$ cat src/rtl/lif_synapse_loader_pkg.sv
`default_nettype none
// ============================================================================
//  Module      : lif_synapse_loader_pkg
//  Description : Shared constants and helpers for the LIF synapse loader.
//                Stream-kind encodings and the beats-per-frame derivation
//                used by the top level and by the frame assemblers.
//  Revision    : 1.0  initial release
// ============================================================================
package lif_synapse_loader_pkg;

    // in_kind encoding of a stream beat
    localparam logic KIND_INPUTS  = 1'b0;
    localparam logic KIND_WEIGHTS = 1'b1;

    // Number of stream beats that make up one vector of the given width.
    function automatic int beats_of(input int vec_width, input int bus_width);
        return vec_width / bus_width;
    endfunction

    // Width of a beat counter; never narrower than one bit so a
    // single-beat frame still has a legal counter.
    function automatic int beat_bits_of(input int beats);
        return (beats > 1) ? $clog2(beats) : 1;
    endfunction

endpackage
`default_nettype wire

$ cat src/rtl/lif_frame_assembler.sv
`default_nettype none
// ============================================================================
//  Module      : lif_frame_assembler
//  Description : Collects BUS_WIDTH-wide beats into a WIDTH-bit staging
//                register, LSB beat first, and raises pending when the last
//                beat of a frame lands. Pending holds until commit or flush.
//  Ports       : clk, reset (async, active-high)
//                beat_valid_i  accepted beat for this assembler
//                beat_data_i   beat payload
//                commit_i      consumer took the frame; clears pending
//                flush_i       drop partial and pending frame
//                frame_data_o  staging register contents
//                pending_o     a complete frame is waiting
//  Revision    : 1.0  initial release
// ============================================================================
module lif_frame_assembler
    import lif_synapse_loader_pkg::*;
#(
    parameter int WIDTH     = 32,
    parameter int BUS_WIDTH = 8
) (
    input  logic                 clk,
    input  logic                 reset,
    input  logic                 beat_valid_i,
    input  logic [BUS_WIDTH-1:0] beat_data_i,
    input  logic                 commit_i,
    input  logic                 flush_i,
    output logic [WIDTH-1:0]     frame_data_o,
    output logic                 pending_o
);

    localparam int BEATS     = beats_of(WIDTH, BUS_WIDTH);
    localparam int BEAT_BITS = beat_bits_of(BEATS);
    localparam logic [BEAT_BITS-1:0] LAST_BEAT = BEAT_BITS'(BEATS - 1);

    logic [WIDTH-1:0]     staging_q, staging_d;
    logic [BEAT_BITS-1:0] beat_q, beat_d;
    logic                 pending_q, pending_d;

    always_comb begin
        staging_d = staging_q;
        beat_d    = beat_q;
        pending_d = pending_q;
        if (flush_i) begin
            beat_d    = '0;
            pending_d = 1'b0;
        end else begin
            if (commit_i) begin
                pending_d = 1'b0;
            end
            // The top never accepts a beat while any frame is pending, so a
            // beat and a commit never meet on the same assembler.
            if (beat_valid_i) begin
                for (int k = 0; k < BEATS; k++) begin
                    if (beat_q == BEAT_BITS'(k)) begin
                        staging_d[k*BUS_WIDTH +: BUS_WIDTH] = beat_data_i;
                    end
                end
                if (beat_q == LAST_BEAT) begin
                    beat_d    = '0;
                    pending_d = 1'b1;
                end else begin
                    beat_d = beat_q + BEAT_BITS'(1);
                end
            end
        end
    end

    always_ff @(posedge clk or posedge reset) begin
        if (reset) begin
            staging_q <= '0;
            beat_q    <= '0;
            pending_q <= 1'b0;
        end else begin
            staging_q <= staging_d;
            beat_q    <= beat_d;
            pending_q <= pending_d;
        end
    end

    assign frame_data_o = staging_q;
    assign pending_o    = pending_q;

endmodule
`default_nettype wire

$ cat src/rtl/lif_synapse_loader.sv
`default_nettype none
// ============================================================================
//  Module      : lif_synapse_loader
//  Description : Feeds neuron_lif from a narrow valid/ready byte stream.
//                Input-spike and weight vectors are assembled separately,
//                committed to output shadow registers when not held, and
//                each committed input frame produces a one-cycle enable.
//  Ports       : clk, reset (async, active-high)
//                in_data/in_kind/in_valid/in_ready  beat stream
//                flush   drop partial/pending frames of both kinds
//                hold    freeze commits
//                inputs_out/weights_out  committed vectors
//                neuron_enable  pulse the cycle after an input commit
//                frame_count    committed input frames (wrapping)
//  Revision    : 1.0  initial release
// ============================================================================
module lif_synapse_loader
    import lif_synapse_loader_pkg::*;
#(
    parameter int SYNAPSES   = 32,
    parameter int BUS_WIDTH  = 8,
    parameter int COUNT_BITS = 8
) (
    input  logic                  clk,
    input  logic                  reset,
    input  logic [BUS_WIDTH-1:0]  in_data,
    input  logic                  in_kind,
    input  logic                  in_valid,
    output logic                  in_ready,
    input  logic                  flush,
    input  logic                  hold,
    output logic [SYNAPSES-1:0]   inputs_out,
    output logic [SYNAPSES-1:0]   weights_out,
    output logic                  neuron_enable,
    output logic [COUNT_BITS-1:0] frame_count
);

    generate
        if ((SYNAPSES % BUS_WIDTH) != 0) begin : g_bad_width
            $error("lif_synapse_loader: SYNAPSES must be a multiple of BUS_WIDTH");
        end
    endgenerate

    logic                  accept;
    logic                  commit_ok;
    logic                  inputs_pending, weights_pending;
    logic [SYNAPSES-1:0]   staging_i, staging_w;
    logic                  commit_i, commit_w;

    logic [SYNAPSES-1:0]   inputs_q, inputs_d;
    logic [SYNAPSES-1:0]   weights_q, weights_d;
    logic                  enable_q, enable_d;
    logic [COUNT_BITS-1:0] count_q, count_d;

    // Any pending frame stalls the whole stream so a frame can never be
    // overwritten before it has been committed.
    assign in_ready  = !inputs_pending && !weights_pending && !flush;
    assign accept    = in_valid && in_ready;
    assign commit_ok = !hold && !flush;
    assign commit_i  = commit_ok && inputs_pending;
    assign commit_w  = commit_ok && weights_pending;

    lif_frame_assembler #(
        .WIDTH     (SYNAPSES),
        .BUS_WIDTH (BUS_WIDTH)
    ) u_asm_inputs (
        .clk          (clk),
        .reset        (reset),
        .beat_valid_i (accept && (in_kind == KIND_INPUTS)),
        .beat_data_i  (in_data),
        .commit_i     (commit_i),
        .flush_i      (flush),
        .frame_data_o (staging_i),
        .pending_o    (inputs_pending)
    );

    lif_frame_assembler #(
        .WIDTH     (SYNAPSES),
        .BUS_WIDTH (BUS_WIDTH)
    ) u_asm_weights (
        .clk          (clk),
        .reset        (reset),
        .beat_valid_i (accept && (in_kind == KIND_WEIGHTS)),
        .beat_data_i  (in_data),
        .commit_i     (commit_w),
        .flush_i      (flush),
        .frame_data_o (staging_w),
        .pending_o    (weights_pending)
    );

    always_comb begin
        inputs_d  = inputs_q;
        weights_d = weights_q;
        count_d   = count_q;
        // Recomputed every edge: a pulse already high lasts its one cycle
        // regardless of flush, and no new pulse is started without a commit.
        enable_d  = commit_i;
        if (commit_w) begin
            weights_d = staging_w;
        end
        if (commit_i) begin
            inputs_d = staging_i;
            count_d  = count_q + COUNT_BITS'(1);
        end
    end

    always_ff @(posedge clk or posedge reset) begin
        if (reset) begin
            inputs_q  <= '0;
            weights_q <= '0;
            enable_q  <= 1'b0;
            count_q   <= '0;
        end else begin
            inputs_q  <= inputs_d;
            weights_q <= weights_d;
            enable_q  <= enable_d;
            count_q   <= count_d;
        end
    end

    assign inputs_out    = inputs_q;
    assign weights_out   = weights_q;
    assign neuron_enable = enable_q;
    assign frame_count   = count_q;

endmodule
`default_nettype wire

$ cat config.mk
export PLATFORM = sky130hd
export DESIGN_NAME = lif_synapse_loader
export DESIGN_NICKNAME = d
export VERILOG_FILES = /design/src/rtl/lif_synapse_loader_pkg.sv /design/src/rtl/lif_frame_assembler.sv /design/src/rtl/lif_synapse_loader.sv
export SDC_FILE = /design/constraint.sdc
export NUM_CORES = 1
export LEC_CHECK = 0
export BUFFER_PORTS_ARGS = -buffer_cell sky130_fd_sc_hd__buf_2
export CAP_MARGIN = 20
export CORE_UTILIZATION = 25
export CTS_CLUSTER_SIZE = 8
export DETAILED_ROUTE_END_ITERATION = 6
export SYNTH_ARGS = -nofsm -noshare
export SYNTH_HDL_FRONTEND = slang
export SYNTH_SLANG_ARGS = --single-unit
export TNS_END_PERCENT = 10
$ cat constraint.sdc
create_clock -name clk -period 11.8 [get_ports clk]
set_input_delay 0.59 -clock clk [delete_from_list [all_inputs] [get_ports clk]]
set_output_delay 0.59 -clock clk [all_outputs]
set_load 0.01 [all_outputs]
Yosys cells after proc, flatten, opt, wreduce, memory -nomap -nowiden
Index checks and enable logic that the tools add are counted.
{ "word_totals": {"out_inout_bits": 74, "in_bits": 14, "wordCells": 65, "register_bits": 143} }
{ "classes": {"n_mux": 14, "add_sub_neg": 3, "bitwise_logic": 2, "n_reduce_logical": 24, "eq_ne": 6} }
{ "ops": {"columns": ["cell", "count"], "rows": [
  ["$reduce_and 3->1", 8],
  ["$mux 2", 6],
  ["$add 8x1->8 const B", 1],
  ["$eq 2x2->1 const B", 4],
  ["$logic_and 1x1->1", 8],
  ["$mux 1", 8],
  ["$add 2x1->2 const B", 2],
  ["$eq 2x1->1 const B", 2],
  ["$logic_not 1->1", 4],
  ["$logic_not 2->1", 2],
  ["$reduce_bool 2->1", 2],
  ["$not 1->1", 2]
]} }

Depth between registers and ports, before layout
Gate-level depths: netlist of run 1.
{ "depth": {"depth_word": 7, "ltp_mapped": 6, "mapped_depth_nobuf": 4} }

Hierarchy
A second synthesis of run 1 with hierarchy kept.
{ "unflattened": {"hier_cells": 345, "hier_area_um2": 5695.5} }
{ "modules_own_cells": {"columns": ["mod", "area_each_um2", "cells_each", "seq_area_each_um2", "n_inst"], "rows": [
  ["lif_frame_assembler", 1441.4, 87, 875.8, 2],
  ["lif_synapse_loader", 2812.7, 171, 1826.8, 1]
]} }

Least setup slack after synthesis of run 1
Ideal clock, no wire load.
{ "synth_path": {"path_kind": "input to register", "startpoint": "input port flush", "endpoint": "register u_asm_weights.staging_q[0] (netlist: u_asm_weights.frame_data_o[0])", "setup_ns": 0.128, "arrival_time_ns": 1.718, "required_time_ns": 11.672, "n_path_buf": 2, "setup_slack_ns": 9.954, "path_stages": 5, "path_cell_list": "buf_6 -> nor4b_2 -> buf_4 -> nand3_4 -> mux2_1"} }
{ "synth_between": {"elab_chain_len": 5, "elab_cells_between_ends": 6, "classes_between": "1 x bitwise; 5 x reduce/logical"} }
{ "synth_rtl": {"columns": ["item", "line_no", "source"], "rows": [
  ["start: declaration", "lif_synapse_loader.sv:30", "input logic flush,"],
  ["$logic_not 1->1", "lif_synapse_loader.sv:57", "assign in_ready = !inputs_pending && !weights_pending && !flush;"],
  ["$logic_and 1x1->1", "lif_synapse_loader.sv:57", null],
  ["$logic_and 1x1->1", "lif_synapse_loader.sv:58", "assign accept = in_valid && in_ready;"],
  ["$logic_and 1x1->1", "lif_synapse_loader.sv:83", ".beat_valid_i (accept && (in_kind == KIND_WEIGHTS)),"],
  ["$reduce_and 3->1 (no line) *", null, null],
  ["end signal: assignment", "lif_frame_assembler.sv:75", "staging_q <= staging_d;"],
  ["end: declaration", "lif_frame_assembler.sv:36", "logic [WIDTH-1:0] staging_q, staging_d;"]
]} }
Every way passes the cells marked *; elsewhere a longest branch is shown, timed or not.
A chain may end at the register's enable or synchronous reset.

Worst setup path in the final report of run 1
{ "layout_path": {"startpoint": "register u_asm_inputs.pending_q (netlist: u_asm_inputs.pending_o)", "endpoint": "register count_q[4] (netlist: frame_count[4])"} }
{ "layout_between": {"elab_chain_len": 1} }
{ "layout_rtl": {"columns": ["item", "line_no", "source"], "rows": [
  ["start: declaration", "lif_frame_assembler.sv:38", "logic pending_q, pending_d;"],
  ["start signal: assignment", "lif_frame_assembler.sv:77", "pending_q <= pending_d;"],
  ["$logic_and 1x1->1", "lif_synapse_loader.sv:60", "assign commit_i = commit_ok && inputs_pending;"],
  ["end signal: assignment", "lif_synapse_loader.sv:117", "count_q <= count_d;"],
  ["end: declaration", "lif_synapse_loader.sv:53", "logic [COUNT_BITS-1:0] count_q, count_d;"]
]} }
No other way between the ends.

==> impl_metrics.json, run 1 <==
{
  "placed_area_um2": 6390,
  "synth_mux_area_share_pct": 19.2,
  "initial_utilization_pct": 25.6,
  "route.detailed.wl_per_inst_um": 15.7,
  "syn-instance-count": 415,
  "grt_max_degree": 74,
  "num_antenna_cells": 0,
  "fp.dieArea_um2": 23100,
  "yosysWarnings": 0,
  "grt_usage_pct": 11.6,
  "worst-setup-path-type": "reg2reg",
  "min_delay_worst_type": "in2async",
  "grt_pass1_vias": 3460,
  "drive_gt1_share_pct": 42.2,
  "cts-buffers-inserted": 17,
  "number_of_rows_created_at_floorplan": 54,
  "hold_violations": 0,
  "synth_xor_area_share_pct": 1.09,
  "rr_startpoint": "u_asm_inputs.pending_o",
  "internal_power_mw": 0.909,
  "postLayoutCoreUtil_pct": 32.0,
  "dp.final_hpwl_mm": 8.13,
  "crit_slowest_cell": "sky130_fd_sc_hd__inv_2",
  "detail-route-antenna-nets": 0,
  "route.vias.total": 3380,
  "clkSinkCount": 143,
  "synthDistinctLibCells": 28,
  "power.switching_mw": 0.244,
  "sequential_cell_area_um2": 3580,
  "synth_fp_nets": 438,
  "seq_power_share_pct": 45.9,
  "worstReg2RegEnd": "frame_count[4]",
  "numPortBuffers": 87,
  "post-layout-total-power_mw": 1.15,
  "insertion_delay_ns": 0.42,
  "least_margin_pin_slew_ns": 0.930,
  "critical_path.startpoint_type": "flip-flop",
  "timing.critical_path.arrival_ns": 2.36,
  "maxClockFrequency_ghz": 0.486,
  "core_um2": 22000,
  "violated_checks": "DRC",
  "drtIter0Drc": 129,
  "synth_area_leader_cell": "sky130_fd_sc_hd__dfrtp_1",
  "drt-pass1-iter-count": 7,
  "power-per-cell-area_nw_per_um2": 164,
  "rr_worst_depth": 5,
  "power_switching_share_pct": 21.2,
  "fin_nets": 534,
  "tritoncts": "done",
  "grt_first_pass_wirelength_mm": 20.2,
  "sequential_fraction_of_the_synthesis_area_pct": 63.6,
  "pwr-share-clk_pct": 49.7,
  "critical-path-top-delay-family": "buffers and inverters",
  "rsz_0062_raised_after_global_routing": "no",
  "cts_resized": 0,
  "vdd.ir_drop.worst_v": 0.0000909,
  "ctsLongestPathBuffers": 2,
  "setup.worst_path.end_class": "flip-flop",
  "stdcell_count": 804,
  "path_max_fanout": 38,
  "post-synth-top-area-fraction_pct": 63.6,
  "maxCapViolations": 0,
  "die_h_um": 152,
  "yosys-top-cells-area": "sky130_fd_sc_hd__dfrtp_1 (64%), sky130_fd_sc_hd__mux2_2 (17%), sky130_fd_sc_hd__nand2_1 (7.1%)",
  "post-cts-setup-buffer-count": 0,
  "detail_route.vias_per_cell": 4.20,
  "clkSlewWorstSetupHoldPaths_ns": 0.06,
  "timing.critical_path.slowest_cell_delay_ns": 0.51,
  "placed_cells": 772,
  "fin_area_um2": 7020,
  "synth_compound_area_share_pct": 0.711,
  "setup_violations": 0,
  "status": "complete, but fails checks",
  "top_level_ports": 88,
  "number_of_antenna_violations_at_the_first_check_in_global_routing": 1,
  "finalClockSkew_ns": 0.00955,
  "number_of_max_slew_violations_in_the_final_report": 0,
  "number_of_hold_buffers_added_after_cts": 0,
  "globalplace.congestion": 0.730,
  "critPathRequiredTime_ns": 12.11,
  "ff2ff_setup_slack_ns": 9.74,
  "final.min_clock_period_ns": 2.06,
  "post_synth_simple_gate_area_pct": 11.6,
  "multi_input_area_um2": 1970,
  "drt_drc_violations_left": 9,
  "number_of_synthesized_register_bits": 143,
  "globalRouteOverflowTotal": 0,
  "synth_area_per_cell_um2": 13.6,
  "leading_cell_type_in_the_layout_fill_and_taps_excluded": "sky130_fd_sc_hd__dfrtp_1",
  "most-common-layout-cells": "sky130_fd_sc_hd__dfrtp_1 (143), sky130_fd_sc_hd__nand2_1 (107), sky130_fd_sc_hd__buf_2 (87)",
  "final.fill_count": 2213,
  "critPathBufInv": 2,
  "cts.root.buffer_cell": "sky130_fd_sc_hd__clkbuf_16",
  "largest_family_of_logic_cells_by_synthesized_area": "multiplexers",
  "totalWireLength_mm": 12.6,
  "maxSlewHeadroom_pct": 38.0,
  "combinationalPowerShare_pct": 4.4,
  "die_x_um": 152,
  "fin_tns_setup_ns": 0,
  "area_delta_synth_final_pct": 24.8,
  "final_min_period_over_clock_period_pct": 17.4,
  "crit_path_cell_trace": "or3b_1 > buf_4 > inv_2 > nand4_1 > xnor2_1",
  "synth.cell_area_um2": 5630,
  "yosys.area_share.adder_pct": 2.00,
  "htree_num_levels": 4,
  "leakagePower_nw": 3.72
}
metrics by stage:
step | hold slack [ns] | setup slack [ns]
floorplan | 0.433 | 7.37
global placement | 0.445 | 9.35
detailed placement | 0.449 | 9.34
CTS | 0.279 | 9.69
global route | 0.313 | 9.57
finish | 0.260 | 9.74
worst max path at each step:
stage / slack [ns] / from / endpoint / cells past startpoint
2_1_floorplan: 7.37 / reset / frame_count[0] / 1
3_3_place_gp: 9.35 / flush / frame_count[3] / 6
3_5_place_dp: 9.34 / flush / frame_count[3] / 6
4_1_cts: 9.69 / u_asm_inputs.pending_o / frame_count[3] / 5
5_1_grt: 9.57 / u_asm_inputs.pending_o / frame_count[4] / 5
6_report: 9.74 / u_asm_inputs.pending_o / frame_count[4] / 5
worst reg2reg max path: stages (launching register included):
cell                      delay [ns]
sky130_fd_sc_hd__dfrtp_1        0.44
sky130_fd_sc_hd__or3b_1         0.36
sky130_fd_sc_hd__buf_4          0.26
sky130_fd_sc_hd__inv_2          0.53
sky130_fd_sc_hd__nand4_1        0.20
sky130_fd_sc_hd__xnor2_1        0.15
power by group through the flow:
stage	logic (mW)	clock network [mW]	registers [mW]
final	0.0503	0.573	0.530
after global routing	0.0566	0.609	0.533
after CTS	0.0526	0.590	0.530
after detailed placement	0.0523	0	0.538
after global placement	0.0508	0	0.538
after floorplan	0.0366	0	0.534
cells in the mapped netlist, drive strengths merged:
cell	number
ha	9
nand3	11
buf	10
or4b	1
nor3b	1
a21oi	4
nor3	3
xor2	3
nand4	2
and2b	1
xnor2	4
o21ai	4
inv	7
dfrtp	143
mux2	96
nor4	1
clkbuf	4
and3	1
or4	1
nor4b	1
or3b	1
nand2	107
cell type report:
| type | instances | area share (%) |
|---|---|---|
| repair buffers | 91 | 6.63 |
| clock buffers | 22 | 6.75 |
| clock inverters | 10 | 2.26 |
| well taps | 280 | 4.99 |
| inverters | 7 | 0.445 |
| flip-flops and latches | 143 | 50.9 |
| multi-input cells | 251 | 28.0 |
sequential cells by signal, summed over array words and instances (netlist names):
| register | flops |
|---|---|
| u_asm_inputs.beat_q | 2 |
| neuron_enable | 1 |
| u_asm_weights.frame_data_o | 32 |
| u_asm_inputs.pending_o | 1 |
| weights_out | 32 |
| u_asm_inputs.frame_data_o | 32 |
| inputs_out | 32 |
| frame_count | 8 |
| u_asm_weights.pending_o | 1 |
| u_asm_weights.beat_q | 2 |
cells by family (layout without fill, tap and decap cells):
group / count (synthesis) / after routing
buffers and inverters: 21 / 130
adders and majority gates: 9 / 9
AOI/OAI and AO/OA: 8 / 8
muxes: 96 / 96
DFF: 143 / 143
and+or+nand+nor: 131 / 131
xor gates and xnor gates: 7 / 7
metal layers:
| layer | up-vias | share of wire [%] | wire, um | track usage [%] |
|---|---|---|---|---|
| li1 | 1592 | - | - | - |
| met1 | 1700 | 45 | 5670 | 14.3 |
| met2 | 72 | 50 | 6240 | 19.1 |
| met3 | 14 | 4.2 | 530 | 3.74 |
| met4 | 2 | 1.0 | 132 | 4.37 |
| met5 | - | 0.095 | 12 | 0 |
No activity file was read; power rests on OpenSTA's default activity.
==> run 2: changes to the inputs <==
- clock period: 11.8 -> 2.09 ns (I/O delays scaled with it)
==> impl_metrics.json, run 2 (synthesis gave the netlist of run 1 again) <==
{
  "number_of_max_slew_violations_in_the_final_report": 0,
  "min_delay_worst_type": "in2reg",
  "top_level_ports": 88,
  "die_x_um": 152,
  "drt-pass1-iter-count": 6,
  "drt_drc_violations_left": 16,
  "globalRouteOverflowTotal": 0,
  "numPortBuffers": 87,
  "num_antenna_cells": 0,
  "route.detailed.wl_per_inst_um": 15.6,
  "drtIter0Drc": 159,
  "number_of_rows_created_at_floorplan": 54,
  "power.switching_mw": 1.35,
  "maxSlewHeadroom_pct": 49.1,
  "final.min_clock_period_ns": 1.69,
  "pwr-share-clk_pct": 50.1,
  "leading_cell_type_in_the_layout_fill_and_taps_excluded": "sky130_fd_sc_hd__dfrtp_1",
  "route.vias.total": 3341,
  "violated_checks": "DRC",
  "area_delta_synth_final_pct": 26.0,
  "cts_resized": 0,
  "timing.critical_path.arrival_ns": 1.98,
  "worst-setup-path-type": "reg2reg",
  "seq_power_share_pct": 45.5,
  "final_min_period_over_clock_period_pct": 81.0,
  "initial_utilization_pct": 25.6,
  "cts.root.buffer_cell": "sky130_fd_sc_hd__clkbuf_16",
  "ctsLongestPathBuffers": 2,
  "cts-buffers-inserted": 17,
  "rsz_0062_raised_after_global_routing": "no",
  "clkSinkCount": 143,
  "leakagePower_nw": 3.75,
  "die_h_um": 152,
  "dp.final_hpwl_mm": 8.05,
  "post-cts-setup-buffer-count": 0,
  "number_of_hold_buffers_added_after_cts": 1,
  "power_switching_share_pct": 20.6,
  "detail-route-antenna-nets": 0,
  "power-per-cell-area_nw_per_um2": 927,
  "critical_path.startpoint_type": "flip-flop",
  "finalClockSkew_ns": 0.00756,
  "globalplace.congestion": 0.666,
  "critPathRequiredTime_ns": 2.38,
  "tritoncts": "done",
  "totalWireLength_mm": 12.6,
  "fin_nets": 538,
  "core_um2": 22000,
  "path_max_fanout": 10,
  "grt_max_degree": 144,
  "drive_gt1_share_pct": 42.3,
  "critical-path-top-delay-family": "simple AND/OR/NAND/NOR gates",
  "hold_violations": 0,
  "htree_num_levels": 4,
  "final.fill_count": 2214,
  "vdd.ir_drop.worst_v": 0.000408,
  "post-layout-total-power_mw": 6.57,
  "crit_path_cell_trace": "nor4b_4 > buf_4 > nand3_4 > mux2_1",
  "maxClockFrequency_ghz": 0.591,
  "setup.worst_path.end_class": "flip-flop",
  "clkSlewWorstSetupHoldPaths_ns": 0.06,
  "grt_usage_pct": 11.7,
  "setup_violations": 0,
  "grt_pass1_vias": 3541,
  "grt_first_pass_wirelength_mm": 20.4,
  "insertion_delay_ns": 0.41,
  "fp.dieArea_um2": 23100,
  "maxCapViolations": 0,
  "crit_slowest_cell": "sky130_fd_sc_hd__dfrtp_1",
  "detail_route.vias_per_cell": 4.14,
  "fin_tns_setup_ns": 0,
  "combinationalPowerShare_pct": 4.4,
  "internal_power_mw": 5.22,
  "status": "complete, but fails checks",
  "least_margin_pin_slew_ns": 0.763,
  "number_of_antenna_violations_at_the_first_check_in_global_routing": 0,
  "critPathBufInv": 1,
  "most-common-layout-cells": "sky130_fd_sc_hd__dfrtp_1 (143), sky130_fd_sc_hd__nand2_1 (107), sky130_fd_sc_hd__buf_2 (87)",
  "timing.critical_path.slowest_cell_delay_ns": 0.44
}
==> run 2: cell type report <==
| class | instances | area, um2 | area share (%) |
|---|---|---|---|
| timing repair buffer | 95 | 523 | 7.37 |
| clock inverter | 10 | 185 | 2.61 |
| tap | 280 | 350 | 4.94 |
| inverter | 7 | 30.0 | 0.423 |
| clock buffer | 21 | 460 | 6.49 |
| multi-input combinational | 251 | 1970 | 27.7 |
| sequential | 143 | 3580 | 50.4 |
==> run 2: through the flow <==
stage | area, um2 | util, % | cells | hold slack (ns) | setup slack [ns]
after floorplan | 5630 | - | 415 | 0.236 | 0.194
after global placement | 6440 | 29.3 | 775 | 0.402 | 0.411
after detailed placement | 6440 | 29.3 | 775 | 0.411 | 0.390
after CTS | 7090 | 32.3 | 807 | 0.00119 | 0.377
after global routing | 7090 | 32.3 | 807 | 0.0302 | 0.320
final | 7090 | 32.3 | 807 | 0.0307 | 0.397
==> run 2: path summary, 6_finish.rpt <==
kind / start / to / slack, ns / depth (start not counted)
max: u_asm_weights.pending_o / u_asm_weights.frame_data_o[16] / 0.40 / 4
min: flush / u_asm_inputs.beat_q[1] / 0.03 / 2
max reg2reg: u_asm_weights.pending_o / u_asm_weights.frame_data_o[16] / 0.40 / 4
min reg2reg: u_asm_inputs.frame_data_o[27] / inputs_out[27] / 0.46 / 2
max in group asynchronous: reset / weights_out[14] / 1.07 / 4
min in group asynchronous: reset / frame_count[7] / 0.47 / 4
==> run 2: per-layer routing <==
layer	wire (um)	share of wire, %	vias to the layer above	global-route usage [%]
li1	-	-	1598	-
met1	5890	47	1669	15.2
met2	6040	48	65	18.6
met3	523	4.2	9	3.39
met4	126	1.0	0	4.23
met5	0	0	-	0
==> run 2: power by group through the flow <==
stage	Clock, mW	Sequential [mW]	Combinational (mW)
2_1_floorplan	0	3.01	0.207
4_1_cts	3.39	2.99	0.298
5_1_grt	3.52	3.01	0.324
3_3_place_gp	0	3.04	0.290
6_report	3.30	2.99	0.286
3_5_place_dp	0	3.04	0.296
==> run 3: changes to the inputs <==
- clock period: 2.09 -> 1.7 ns (I/O delays scaled with it)
==> impl_metrics.json, run 3 (synthesis gave the netlist of run 1 again) <==
{
  "worst_hold_startpoint": "in_kind",
  "fp.dieArea_um2": 23100,
  "grt_first_pass_wirelength_mm": 20.5,
  "num_antenna_cells": 0,
  "clkSinkCount": 143,
  "die_h_um": 152,
  "final_min_period_over_clock_period_pct": 96.4,
  "number_of_antenna_violations_at_the_first_check_in_global_routing": 2,
  "critical_path.startpoint_type": "input port",
  "number_of_max_slew_violations_in_the_final_report": 0,
  "rsz_0062_raised_after_global_routing": "yes",
  "seq_power_share_pct": 48.0,
  "status": "complete, but fails checks",
  "pwr-share-clk_pct": 47.2,
  "combinationalPowerShare_pct": 4.9,
  "internal_power_mw": 6.03,
  "finalClockSkew_ns": 0.00626,
  "maxSlewHeadroom_pct": 64.2,
  "grt_max_degree": 55,
  "pre_cts_slack_ns": 0.0551,
  "final.min_clock_period_ns": 1.64,
  "tritoncts": "done",
  "crit_path_cell_trace": "dlygate4sd3_1 > buf_2 > nor4b_4 > buf_6 > nand3_4 > mux2_1",
  "cts.root.buffer_cell": "sky130_fd_sc_hd__clkbuf_16",
  "crit_slowest_cell": "sky130_fd_sc_hd__dlygate4sd3_1",
  "initial_utilization_pct": 25.6,
  "cts-buffers-inserted": 17,
  "leading_cell_type_in_the_layout_fill_and_taps_excluded": "sky130_fd_sc_hd__dfrtp_1",
  "worst-setup-path-type": "in2reg",
  "placed_cells": 780,
  "globalRouteOverflowTotal": 0,
  "hold_violations": 0,
  "critPathRequiredTime_ns": 1.99,
  "fin_nets": 544,
  "drt-pass1-iter-count": 6,
  "totalWireLength_mm": 12.7,
  "maxCapViolations": 0,
  "core_um2": 22000,
  "worstSetupStartpoint": "flush",
  "route.detailed.wl_per_inst_um": 15.6,
  "post-cts-setup-buffer-count": 0,
  "top_level_ports": 88,
  "timing.critical_path.slowest_cell_delay_ns": 0.54,
  "leakagePower_nw": 3.77,
  "clkSlewWorstSetupHoldPaths_ns": 0.06,
  "drive_gt1_share_pct": 43.4,
  "setup.worst_path.end_class": "flip-flop",
  "htree_num_levels": 4,
  "critPathBufInv": 3,
  "globalplace.congestion": 0.712,
  "route.vias.total": 3405,
  "detail-route-antenna-nets": 0,
  "power.switching_mw": 1.64,
  "vdd.ir_drop.worst_v": 0.000652,
  "drt_drc_violations_left": 16,
  "detail_route.vias_per_cell": 4.19,
  "die_x_um": 152,
  "grt_usage_pct": 11.7,
  "rr_startpoint": "u_asm_weights.pending_o",
  "maxClockFrequency_ghz": 0.610,
  "path_max_fanout": 10,
  "min_delay_worst_type": "in2reg",
  "drtIter0Drc": 153,
  "area_delta_synth_final_pct": 26.9,
  "power_switching_share_pct": 21.4,
  "most-common-layout-cells": "sky130_fd_sc_hd__dfrtp_1 (141), sky130_fd_sc_hd__nand2_1 (107), sky130_fd_sc_hd__buf_2 (87)",
  "critical-path-top-delay-family": "buffers and inverters",
  "violated_checks": "DRC",
  "fin_ws_ns": 0.0616,
  "grt_pass1_vias": 3576,
  "post-layout-total-power_mw": 7.67,
  "power-per-cell-area_nw_per_um2": 1070,
  "number_of_rows_created_at_floorplan": 54,
  "insertion_delay_ns": 0.41,
  "numPortBuffers": 87,
  "stdcell_count": 812,
  "setup_violations": 0,
  "least_margin_pin_slew_ns": 0.536,
  "timing.critical_path.arrival_ns": 1.93,
  "dp.final_hpwl_mm": 8.58,
  "ctsLongestPathBuffers": 2
}
## run 3: changes by cell type in the layout (fill, tap and decap cells not counted), sizes merged
| cell | previous run | this run |
|---|---|---|
| dlygate4sd3 | 1 | 2 |
| clkinv | 4 | 3 |
| bufinv | 5 | 1 |
| clkbuf | 21 | 25 |
| buf | 94 | 99 |
## run 3: power groups by stage
stage | logic, mW | registers [mW] | clock network (mW)
floorplan | 0.255 | 3.71 | 0
global placement | 0.372 | 3.73 | 0
detailed placement | 0.382 | 3.74 | 0
CTS | 0.387 | 3.68 | 3.73
global route | 0.425 | 3.70 | 3.88
finish | 0.372 | 3.68 | 3.62
## run 3: area by class of cell
class | instances | area, um2
repair buffers | 101 | 628
well taps | 280 | 350
flip-flops and latches | 143 | 3580
inverters | 7 | 32.5
fillers | 2209 | 14800
multi-input cells | 251 | 1970
clock buffers | 25 | 526
clock inverters | 5 | 52.6
## run 3: worst paths after layout
| path | cells after the start | to | slack (ns) |
|---|---|---|---|
| min in group asynchronous | 3 | frame_count[7] | 0.26 |
| hold / removal | 3 | u_asm_weights.beat_q[1] | 0.06 |
| max in group asynchronous | 4 | weights_out[14] | 0.79 |
| setup / recovery | 6 | u_asm_weights.frame_data_o[1] | 0.06 |
| setup reg to reg | 3 | u_asm_weights.beat_q[0] | 0.07 |
| hold reg to reg | 2 | inputs_out[17] | 0.46 |
## run 3: per-layer routing
metal	global-route usage (%)	part of all wire, %	vias to the layer above
met5	0	0.095	-
met4	4.37	1.1	2
met3	3.54	4.7	15
met2	18.8	48	66
met1	14.9	46	1716
li1	-	-	1606
## run 3: stage by stage
step | util [%] | TNS (ns) | hold slack, ns | cell area, um2
after floorplan | - | -25.18 | 0.217 | 5630
after global placement | 29.7 | 0 | 0.159 | 6530
after detailed placement | 29.7 | 0 | 0.157 | 6530
after CTS | 32.4 | 0 | 0.0251 | 7120
after global routing | 32.5 | -0.0797 | 0.0817 | 7140
final | 32.5 | 0 | 0.0550 | 7140
## run 3: worst register-to-register path: stages (launching register included)
cell,delay (ns)
sky130_fd_sc_hd__dfrtp_2,0.44
sky130_fd_sc_hd__or4b_4,0.56
sky130_fd_sc_hd__or4_1,0.42
sky130_fd_sc_hd__a21oi_1,0.14
## run 3: timing repair
item                       4_1_cts  5_1_grt
gates resized for setup          0        6
hold endpoints to repair        21        0
setup endpoints to repair        0       39
hold buffers                     2        0
